<file path="src/rtl/dbg_pkg.sv">
// Shared codes for the debug memory-access data register.
package dbg_pkg;

    typedef enum logic [1:0] {
        OP_NOP   = 2'b00,
        OP_READ  = 2'b01,
        OP_WRITE = 2'b10,
        OP_CLR   = 2'b11
    } op_e;

    typedef enum logic [1:0] {
        ST_OK      = 2'b00,
        ST_BUSY    = 2'b01,
        ST_OVERRUN = 2'b10,
        ST_TIMEOUT = 2'b11
    } status_e;

    typedef enum logic {
        S_IDLE = 1'b0,
        S_REQ  = 1'b1
    } state_e;

endpackage

</file>
<file path="src/rtl/dbg_dr_shifter.sv">
// JTAG-style capture/shift register; bit 0 is the next bit on the wire.
module dbg_dr_shifter #(
    parameter int DR_W = 42
) (
    input  logic            gclk,
    input  logic            grst_n,
    input  logic            capture,
    input  logic            shift,
    input  logic            tdi,
    input  logic [DR_W-1:0] p_data_in,
    output logic [DR_W-1:0] sr,
    output logic            s_data_out
);

    // Capture loads the parallel word; shift moves toward bit 0, TDI enters at the top.
    always_ff @(posedge gclk or negedge grst_n) begin
        if (!grst_n)
            sr <= '0;
        else if (capture)
            sr <= p_data_in;
        else if (shift)
            sr <= {tdi, sr[DR_W-1:1]};
    end

    assign s_data_out = sr[0];

endmodule

</file>
<file path="src/rtl/dbg_mem_dr.sv">
// Debug DR that turns an Update-DR command into one single-beat bus access
// and reports read data and sticky status on the next Capture-DR.
module dbg_mem_dr
    import dbg_pkg::*;
#(
    parameter int ADDR_W  = 8,
    parameter int DATA_W  = 32,
    parameter int TIMEOUT = 255
) (
    input  logic              TCK,
    input  logic              TRST,
    input  logic              TDI,
    input  logic              shift_dr,
    input  logic              clock_dr,
    input  logic              update_dr,
    output logic              s_data_out_dr,
    output logic              bus_req,
    output logic              bus_we,
    output logic [ADDR_W-1:0] bus_addr,
    output logic [DATA_W-1:0] bus_wdata,
    input  logic              bus_ack,
    input  logic [DATA_W-1:0] bus_rdata
);

    localparam int DR_W  = 2 + ADDR_W + DATA_W;
    localparam int CNT_W = (TIMEOUT < 2) ? 1 : $clog2(TIMEOUT + 1);
    // Counter is 0 in the first REQ cycle, so the TIMEOUT-th cycle sees TIMEOUT-1.
    localparam logic [CNT_W-1:0] CNT_LAST = CNT_W'(TIMEOUT - 1);

    state_e              state;
    status_e             status;
    status_e             cap_status;
    logic [DATA_W-1:0]   rdata_q;
    logic [CNT_W-1:0]    cnt;
    logic [DR_W-1:0]     sr;
    op_e                 cmd_op;
    logic [ADDR_W-1:0]   cmd_addr;
    logic [DATA_W-1:0]   cmd_data;

    assign cmd_op     = op_e'(sr[DR_W-1 -: 2]);
    assign cmd_addr   = sr[DATA_W +: ADDR_W];
    assign cmd_data   = sr[DATA_W-1:0];
    assign cap_status = (state != S_IDLE) ? ST_BUSY : status;

    dbg_dr_shifter #(.DR_W(DR_W)) u_shift (
        .gclk       (TCK),
        .grst_n     (TRST),
        .capture    (clock_dr & ~shift_dr),
        .shift      (clock_dr & shift_dr),
        .tdi        (TDI),
        .p_data_in  ({cap_status, bus_addr, rdata_q}),
        .sr         (sr),
        .s_data_out (s_data_out_dr)
    );

    // Command FSM with timeout counter, registered bus fields and sticky status.
    always_ff @(posedge TCK or negedge TRST) begin
        if (!TRST) begin
            state     <= S_IDLE;
            status    <= ST_OK;
            bus_req   <= 1'b0;
            bus_we    <= 1'b0;
            bus_addr  <= '0;
            bus_wdata <= '0;
            rdata_q   <= '0;
            cnt       <= '0;
        end else begin
            case (state)
                S_IDLE: begin
                    if (update_dr) begin
                        case (cmd_op)
                            OP_READ: begin
                                bus_addr <= cmd_addr;
                                bus_we   <= 1'b0;
                                bus_req  <= 1'b1;
                                cnt      <= '0;
                                state    <= S_REQ;
                            end
                            OP_WRITE: begin
                                bus_addr  <= cmd_addr;
                                bus_wdata <= cmd_data;
                                bus_we    <= 1'b1;
                                bus_req   <= 1'b1;
                                cnt       <= '0;
                                state     <= S_REQ;
                            end
                            OP_CLR:  status <= ST_OK;
                            default: ;
                        endcase
                    end
                end
                S_REQ: begin
                    if (bus_ack) begin
                        state   <= S_IDLE;
                        bus_req <= 1'b0;
                        if (status != ST_OVERRUN)
                            status <= ST_OK;
                        if (!bus_we)
                            rdata_q <= bus_rdata;
                    end else if (cnt == CNT_LAST) begin
                        state   <= S_IDLE;
                        bus_req <= 1'b0;
                        status  <= ST_TIMEOUT;
                    end else begin
                        cnt <= cnt + CNT_W'(1);
                    end
                end
                default: state <= S_IDLE;
            endcase
            // A command arriving while busy is dropped; this outranks any completion on the same edge.
            if (state != S_IDLE && update_dr && cmd_op != OP_NOP)
                status <= ST_OVERRUN;
        end
    end

endmodule

</file>
<file path="config.mk">
export PLATFORM = sky130hd
export DESIGN_NAME = dbg_mem_dr
export DESIGN_NICKNAME = d
export VERILOG_FILES = /design/src/rtl/dbg_pkg.sv /design/src/rtl/dbg_dr_shifter.sv /design/src/rtl/dbg_mem_dr.sv
export SDC_FILE = /design/constraint.sdc
export NUM_CORES = 1
export LEC_CHECK = 0
export ABC_AREA = 0
export CORE_MARGIN = 4
export CORE_UTILIZATION = 50
export DETAILED_ROUTE_END_ITERATION = 16
export PLACE_DENSITY = 0.73
export SYNTH_ARGS = -nofsm -noshare
export SYNTH_HDL_FRONTEND = slang
export SYNTH_SLANG_ARGS = --single-unit
</file>
<file path="constraint.sdc">
create_clock -name TCK -period 3.8 [get_ports TCK]
set_input_delay 0.76 -clock TCK [delete_from_list [all_inputs] [get_ports TCK]]
set_output_delay 0.76 -clock TCK [all_outputs]
set_load 0.02 [all_outputs]
</file>
==> flow_metrics.py, run 1 <==
metrics = {
    "critical_path": {
        "crit_family": "buffers and inverters",
        "endpoint_kind": "primary output",
        "crit_cells": 1,
        "slowest_stage": "clkdlybuf4s50_1",
        "critical_path.max_fanout": 3,
        "timing.critical_path.buf_inv": 1,
        "path_class": "register to primary output",
        "cp-start-kind": "register",
        "crit_chain": "clkdlybuf4s50_1",
        "worst-r2r-cell-count": 5,
        "cp.required_ns": 3.04,
        "cp.arrival_ns": 1.51,
        "cp_slowest_stage_delay_ns": 0.62,
    },
    "pwr": {
        "leakage_uw": 0.002987,
        "power_uw": 5713,
        "peakVddDrop_mv": 0.4042,
        "p_per_area_nw_per_um2": 832.7,
    },
    "grt": {
        "grt_overflow": 0,
        "grt_pass1_vias": 3666,
        "grt_antenna_before_repair": 0,
        "grt_max_degree": 83,
        "grtUsageTotal_pct": 18.15,
        "grt_pass1_wl_mm": 18.12,
    },
    "floorplanning": {
        "initial_utilization_pct": 51.56,
        "row_count": 37,
        "fp.dieH_um": 111.2,
        "dieArea_um2": 12360,
        "core_region_area_um2": 10320,
        "die_w_um": 111.2,
        "io_pins": 82,
    },
    "route": {
        "routed-wl-met3_um": 470,
        "highest_layer": "met4",
        "via_count": 3489,
        "ant_nets": 0,
        "wl_per_cell_um": 16.23,
        "drc": 0,
        "drtIter0Drc": 102,
        "routed_wl_mm": 10.54,
        "wl_met2_mm": 5.261,
        "vias_per_cell": 5.376,
        "m1WireLength_mm": 4.635,
        "drt_first_pass_iters": 4,
    },
    "timing": {
        "slew_headroom_pct": 28.75,
        "fin_crit_sh_pct": 59.76,
        "slew_violations": 0,
        "tightest_slew_ns": 1.069,
        "layout_min_cycle_time_ns": 2.271,
        "rsz0062_at_grt": "no",
        "hold_viol": 0,
        "max_freq_ghz": 0.4404,
        "setup_slack_ns": 1.529,
        "skew_ns": 0.008874,
        "setup_viol": 0,
        "fin_tns_setup_ns": 0,
    },
    "yosys": {
        "synth_edf_count": 0,
        "synthArstFlopShare_pct": 100.0,
        "yosys_warnings": 0,
        "syn_area_per_cell_um2": 12.73,
        "yosysUniqueCellTypes": 33,
        "yosysSeqAreaShare_pct": 59.71,
        "ys_ff_latch": 127,
        "syn-cell-area_um2": 5323,
        "syn_nets": 462,
        "syn_inst": 418,
        "synth-main-ff-cell": "dfrtp_1",
    },
    "placed_design": {
        "postPlaceCellArea_um2": 6232,
        "pre_cts_ws_ns": 1.129,
        "dp_cells": 617,
        "io_buffers": 81,
        "gp_congestion": 0.7932,
        "post-dp-hpwl_mm": 6.836,
    },
    "finish": {
        "diodes": 0,
        "layout_common_cells": "dfrtp_1 (127), clkdlybuf4s50_1 (78), mux2_2 (73)",
        "final_common_cell": "dfrtp_1",
        "final_cells": 649,
        "design_area_um2": 6860,
        "fin_nets": 544,
        "drive_gt1_share_pct": 22.81,
        "synthToLayoutAreaGrowth_pct": 28.89,
    },
    "clock_tree": {
        "cts.clk_slew.worst_paths_ns": 0.06,
        "htreeDepth": 4,
        "cts_tree": "done",
        "cts_hold_buf": 0,
        "clkSinkCount": 127,
        "root_buffer": "clkbuf_8",
        "insertion_delay_ns": 0.51,
        "postCtsResizedCells": 0,
        "clock_path_buffers": 2,
        "cts_buffers": 17,
        "post_cts_buffers": 0,
    },
    "run_status": {
        "status": "finished, final reports clean",
    },
    "worst_hold_path": {
        "hold_path_class": "input port to asynchronous set/reset pin",
    },
    "job": {
        "drv_cap": 0,
    },
}
-- final cells by class --
cell class              instances  area [um2]
clock buffers                  20       445.4
clock inverters                12       182.7
fillers                       754        3463
inverters                       5       18.77
multi-input cells             262        2009
flip-flops and latches        127        3178
well taps                     136       170.2
repair buffers                 87       855.8
-- metrics by stage --
step,util (%),hold slack (ns)
after global placement,60.37,0.4868
after detailed placement,60.37,0.4918
after global routing,66.45,0.2915
after floorplan,-,0.4644
final,66.45,0.2442
after CTS,66.45,0.2584
-- kinds of logic after synthesis --
| family | synth area share (%) |
|---|---|
| adders and majority gates | 1.175 |
| and+or+nand+nor | 6.629 |
| AOI/OAI and AO/OA | 6.982 |
| buffers and inverters | 2.539 |
| DFF | 59.71 |
| muxes | 22.97 |
-- report_power, final --
part	switching [uW]	leakage (uW)	internal, uW
Combinational	766	0.00122	939
Clock	586	0.000298	1100
Sequential	389	0.00147	1930
-- worst paths after layout --
kind                                 from             to  slack (ns)
setup / recovery              bus_addr[1]    bus_addr[1]        1.53
hold / removal                       TRST          state        0.24
setup reg to reg           u_shift.sr[40]         cnt[4]        1.92
hold reg to reg               rdata_q[25]    rdata_q[25]        0.50
max in group asynchronous            TRST  bus_wdata[19]        2.72
min in group TCK              rdata_q[25]    rdata_q[25]        0.50
-- synth_stat cells (all sizes together), types with 2 or more instances --
library cell	instances	area, um2
ha	5	62.56
mux2i	40	400.4
clkbuf	8	30.03
dfrtp	127	3178
a21oi	47	235.2
a211o	4	35.03
nand2	10	37.54
mux2	73	822.0
buf	16	86.34
nor2	47	178.9
nor3	3	15.01
inv	5	18.77
nand2b	2	12.51
o21ai	9	56.31
nand3	6	30.03
nand3b	3	22.52
nor4	2	12.51
-- layer usage --
layer  vias up  global-route usage [%]
met4         0                   6.894
li1       1641                       -
met1      1761                   23.26
met5         -                       0
met2        71                   29.92
met3        16                   4.421
-- state kept, by name (all words and copies together) (netlist names) --
register,cells
state,1
bus_we,1
u_shift.sr,42
bus_wdata,32
rdata_q,32
bus_req,1
bus_addr,8
status,2
cnt,8
No activity file was read; power rests on OpenSTA's default activity.
==> run 2: changes to the inputs <==
==> constraint.sdc (replaced) <==
create_clock -name TCK -period 2.1 [get_ports TCK]
set_input_delay 0.42 -clock TCK [delete_from_list [all_inputs] [get_ports TCK]]
set_output_delay 0.42 -clock TCK [all_outputs]
set_load 0.02 [all_outputs]
==> flow_metrics.py, run 2 (synthesized netlist as in run 1, its figures left out) <==
metrics = {
    "clock_tree": {
        "cts_buffers": 17,
        "root_buffer": "clkbuf_8",
        "insertion_delay_ns": 0.50,
        "cts_tree": "done",
        "cts.clk_slew.worst_paths_ns": 0.05,
        "post_cts_buffers": 0,
        "clkSinkCount": 127,
        "clock_path_buffers": 2,
        "cts_hold_buf": 1,
        "postCtsResizedCells": 0,
        "htreeDepth": 4,
    },
    "timing": {
        "hold_viol": 0,
        "skew_ns": 0.008043,
        "fin_hold_ws_ns": 0.3678,
        "fin_crit_sh_pct": 92.14,
        "setup_slack_ns": 0.1651,
        "fin_tns_setup_ns": 0,
        "slew_headroom_pct": 55.40,
        "slew_violations": 0,
        "layout_min_cycle_time_ns": 1.935,
        "rsz0062_at_grt": "no",
        "max_freq_ghz": 0.5168,
        "setup_viol": 0,
        "tightest_slew_ns": 0.6690,
    },
    "pwr": {
        "p_per_area_nw_per_um2": 1450,
        "p_int_uw": 6881,
        "seqPwrFrac_pct": 42.1,
        "leakage_uw": 0.003000,
        "switching_share_pct": 30.92,
        "p_switching_uw": 3080,
        "clkPwrFrac_pct": 26.4,
        "pwr-share-comb_pct": 31.4,
        "peakVddDrop_mv": 0.7029,
    },
    "route": {
        "drt_first_pass_iters": 4,
        "routed_wl_mm": 10.75,
        "vias_per_cell": 5.318,
        "via_count": 3478,
        "drc": 0,
        "drtIter0Drc": 164,
        "ant_nets": 0,
        "wl_per_cell_um": 16.43,
    },
    "floorplanning": {
        "row_count": 37,
        "core_region_area_um2": 10320,
        "initial_utilization_pct": 51.56,
        "dieArea_um2": 12360,
        "fp.dieH_um": 111.2,
        "die_w_um": 111.2,
        "io_pins": 82,
    },
    "finish": {
        "final_cells": 654,
        "synthToLayoutAreaGrowth_pct": 29.08,
        "multiInputGateArea_um2": 2009,
        "drive_gt1_share_pct": 22.39,
        "nFillCells": 762,
        "layout_common_cells": "dfrtp_1 (127), clkdlybuf4s50_1 (78), mux2_2 (73)",
        "fin_nets": 549,
        "largest_register_ffs": 42,
        "regMostFlops": "u_shift.sr",
        "largest_registers": "u_shift.sr x42, bus_wdata x32, rdata_q x32",
        "final_common_cell": "dfrtp_1",
        "diodes": 0,
        "regArea_um2": 3178,
    },
    "critical_path": {
        "path_class": "register to primary output",
        "crit_family": "buffers and inverters",
        "crit_chain": "clkdlybuf4s50_1",
        "critical_path.max_fanout": 2,
        "cp-start-kind": "register",
        "cp.arrival_ns": 1.51,
        "endpoint_kind": "primary output",
        "cp_slowest_stage_delay_ns": 0.63,
        "timing.critical_path.buf_inv": 1,
        "cp.required_ns": 1.68,
        "slowest_stage": "clkdlybuf4s50_1",
    },
    "placed_design": {
        "pre_cts_ws_ns": 0.1339,
        "gp_congestion": 0.7996,
        "io_buffers": 81,
        "post-dp-hpwl_mm": 7.009,
        "dp_cells": 621,
    },
    "grt": {
        "grt_pass1_wl_mm": 18.47,
        "grt_antenna_before_repair": 0,
        "grt_max_degree": 53,
        "grt_overflow": 0,
        "grt_pass1_vias": 3595,
        "grtUsageTotal_pct": 18.56,
    },
    "run_status": {
        "status": "finished, final reports clean",
    },
    "worst_hold_path": {
        "hold_path_class": "input port to register",
    },
    "job": {
        "drv_cap": 0,
    },
}
-- run 2: metal layers --
| metal | share of wire [%] | wire length, um | global-route usage (%) | up-vias |
|---|---|---|---|---|
| li1 | - | - | - | 1650 |
| met1 | 46 | 4932 | 24.95 | 1758 |
| met2 | 50 | 5329 | 29.51 | 65 |
| met3 | 3.7 | 399 | 4.476 | 5 |
| met4 | 0.79 | 85 | 6.569 | 0 |
| met5 | 0 | 0 | 0 | - |
-- run 2: final cells by class --
cell class	instances	area share [%]
flip-flops and latches	127	46.26
multi-input cells	262	29.25
repair buffers	92	13.95
clock buffers	26	6.957
well taps	136	2.477
clock inverters	6	0.8377
inverters	5	0.2732
-- run 2: power by group through the flow --
stage / registers, uW / clock network (uW) / logic (uW)
floorplan: 4520 / 0 / 1430
global placement: 4190 / 0 / 3060
detailed placement: 4230 / 0 / 3160
CTS: 4200 / 2680 / 3180
global route: 4360 / 2810 / 3380
finish: 4200 / 2630 / 3130
-- run 2: worst paths after layout --
kind,slack (ns),cells past startpoint,start,to
max,0.17,1,bus_wdata[14],bus_wdata[14]
min,0.37,2,clock_dr,u_shift.sr[7]
max reg2reg,0.40,6,cnt[0],cnt[2]
min reg2reg,0.50,1,rdata_q[19],rdata_q[19]
max in group asynchronous,1.11,3,TRST,bus_wdata[18]
min in group asynchronous,0.39,2,TRST,u_shift.sr[3]
-- run 2: stage by stage --
stage	instance area [um2]	util, %	total power, uW
6_report	6870	66.55	9962
5_1_grt	6870	66.55	10550
4_1_cts	6870	66.55	10070
3_5_place_dp	6325	61.27	7386
3_3_place_gp	6325	61.27	7250
2_1_floorplan	5323	-	5947
==> run 3: changes to the inputs <==
--- a/config.mk
+++ b/config.mk
@@ -6,6 +6,7 @@
 export NUM_CORES = 1
 export LEC_CHECK = 0
 export ABC_AREA = 0
+export CAP_MARGIN = 15
 export CORE_MARGIN = 4
 export CORE_UTILIZATION = 50
 export DETAILED_ROUTE_END_ITERATION = 16
==> constraint.sdc (replaced) <==
create_clock -name TCK -period 2.1 [get_ports TCK]
set_input_delay 0.315 -clock TCK [delete_from_list [all_inputs] [get_ports TCK]]
set_output_delay 0.315 -clock TCK [all_outputs]
set_load 0.02 [all_outputs]
==> flow_metrics.py, run 3 (synthesized netlist as in run 1, its figures left out) <==
metrics = {
    "floorplanning": {
        "row_count": 37,
        "initial_utilization_pct": 51.56,
        "dieArea_um2": 12360,
        "fp.dieH_um": 111.2,
        "die_w_um": 111.2,
        "io_pins": 82,
        "core_region_area_um2": 10320,
    },
    "critical_path": {
        "worst-r2r-cell-count": 6,
        "cp.required_ns": 1.78,
        "endpoint_kind": "primary output",
        "crit_chain": "clkdlybuf4s50_1",
        "timing.critical_path.buf_inv": 1,
        "critical_path.max_fanout": 3,
        "crit_family": "buffers and inverters",
        "slowest_stage": "clkdlybuf4s50_1",
        "cp_slowest_stage_delay_ns": 0.63,
        "cp-start-kind": "register",
        "crit_cells": 1,
        "cp.arrival_ns": 1.51,
        "path_class": "register to primary output",
    },
    "timing": {
        "rsz0062_at_grt": "no",
        "layout_min_cycle_time_ns": 1.822,
        "hold_viol": 0,
        "fin_tns_setup_ns": 0,
        "setup_viol": 0,
        "fin_hold_ws_ns": 0.3299,
        "fin_crit_sh_pct": 86.78,
        "max_freq_ghz": 0.5488,
        "skew_ns": 0.005836,
        "slew_violations": 0,
        "slew_headroom_pct": 56.43,
        "tightest_slew_ns": 0.6535,
    },
    "route": {
        "drc": 0,
        "vias_per_cell": 5.250,
        "routed_wl_mm": 10.54,
        "drtIter0Drc": 125,
        "via_count": 3449,
        "ant_nets": 0,
        "drt_first_pass_iters": 4,
        "wl_per_cell_um": 16.04,
    },
    "finish": {
        "largest_registers": "u_shift.sr x42, bus_wdata x32, rdata_q x32",
        "final_common_cell": "dfrtp_1",
        "regMostFlops": "u_shift.sr",
        "diodes": 0,
        "layout_common_cells": "dfrtp_1 (127), clkdlybuf4s50_1 (78), mux2_2 (73)",
        "largest_register_ffs": 42,
        "drive_gt1_share_pct": 22.84,
        "synthToLayoutAreaGrowth_pct": 29.43,
        "nFillCells": 744,
        "fin_nets": 553,
    },
    "grt": {
        "grt_pass1_vias": 3605,
        "grt_pass1_wl_mm": 18.20,
        "grt_max_degree": 45,
        "grt_antenna_before_repair": 0,
        "grtUsageTotal_pct": 18.20,
        "grt_overflow": 0,
    },
    "worst_hold_path": {
        "min_path_cells": 3,
        "hold_path_class": "input port to register",
    },
    "clock_tree": {
        "root_buffer": "clkbuf_8",
        "cts_tree": "done",
        "insertion_delay_ns": 0.50,
        "cts.clk_slew.worst_paths_ns": 0.06,
        "cts_buffers": 17,
        "htreeDepth": 4,
        "clock_path_buffers": 2,
        "postCtsResizedCells": 0,
        "clkSinkCount": 127,
    },
    "placed_design": {
        "gp_congestion": 0.8045,
        "post-dp-hpwl_mm": 6.959,
        "io_buffers": 81,
    },
    "pwr": {
        "power_uw": 9900,
        "peakVddDrop_mv": 0.7160,
        "leakage_uw": 0.003009,
        "p_per_area_nw_per_um2": 1437,
    },
    "job": {
        "drv_cap": 0,
    },
    "run_status": {
        "status": "finished, final reports clean",
    },
}
-- run 3: changes by cell type in the layout (fill, tap and decap cells not counted) --
cell | before | now
clkinvlp_4 | 1 | 2
clkinv_2 | 4 | 3
clkbuf_8 | 4 | 3
buf_4 | 5 | 9
-- run 3: routing by layer --
metal	global-route usage [%]	vias to the layer above	routed length, um
li1	-	1652	-
met3	5.841	7	491
met1	24.28	1714	4855
met5	0	-	0
met2	28.91	76	5104
met4	4.866	0	87
-- run 3: cell type report --
cell class	count	area (um2)	area share, %
multi-input cells	262	2009	29.17
well taps	136	170.2	2.470
inverters	5	18.77	0.2724
clock inverters	6	60.06	0.8718
repair buffers	96	988.4	14.35
clock buffers	25	464.2	6.738
flip-flops and latches	127	3178	46.13
-- run 3: worst paths after layout --
kind                                     from              to  slack (ns)
worst max-delay path                  bus_req         bus_req        0.28
worst min-delay path                 clock_dr  u_shift.sr[38]        0.33
worst max register to register         cnt[0]          cnt[5]        0.46
worst min register to register  bus_wdata[31]   bus_wdata[31]        0.50
max in group asynchronous                TRST     rdata_q[17]        1.13
min in group asynchronous                TRST          cnt[5]        0.38
-- run 3: power breakdown --
group / switching, uW / total (uW) / leakage, uW / internal, uW
clock: 971 / 2590 / 0.000252 / 1620
combinational: 1380 / 3120 / 0.00129 / 1740
sequential: 701 / 4190 / 0.00147 / 3490
total: 3050 / 9900 / 0.00301 / 6850
-- run 3: timing repair --
action                     CTS  global route
setup endpoints to repair    0             0
hold endpoints to repair    41             0
hold buffers                 1             0
buffers inserted             0             0
-- run 3: stage by stage --
stage          utilization (%)  setup WS [ns]  cells  cell area [um2]
2_1_floorplan                -         0.5869    418             5323
3_3_place_gp             61.56         0.2851    625             6355
3_5_place_dp             61.56         0.2299    625             6355
4_1_cts                  66.73         0.2497    657             6889
5_1_grt                  66.73         0.2135    657             6889
6_report                 66.73         0.2777    657             6889
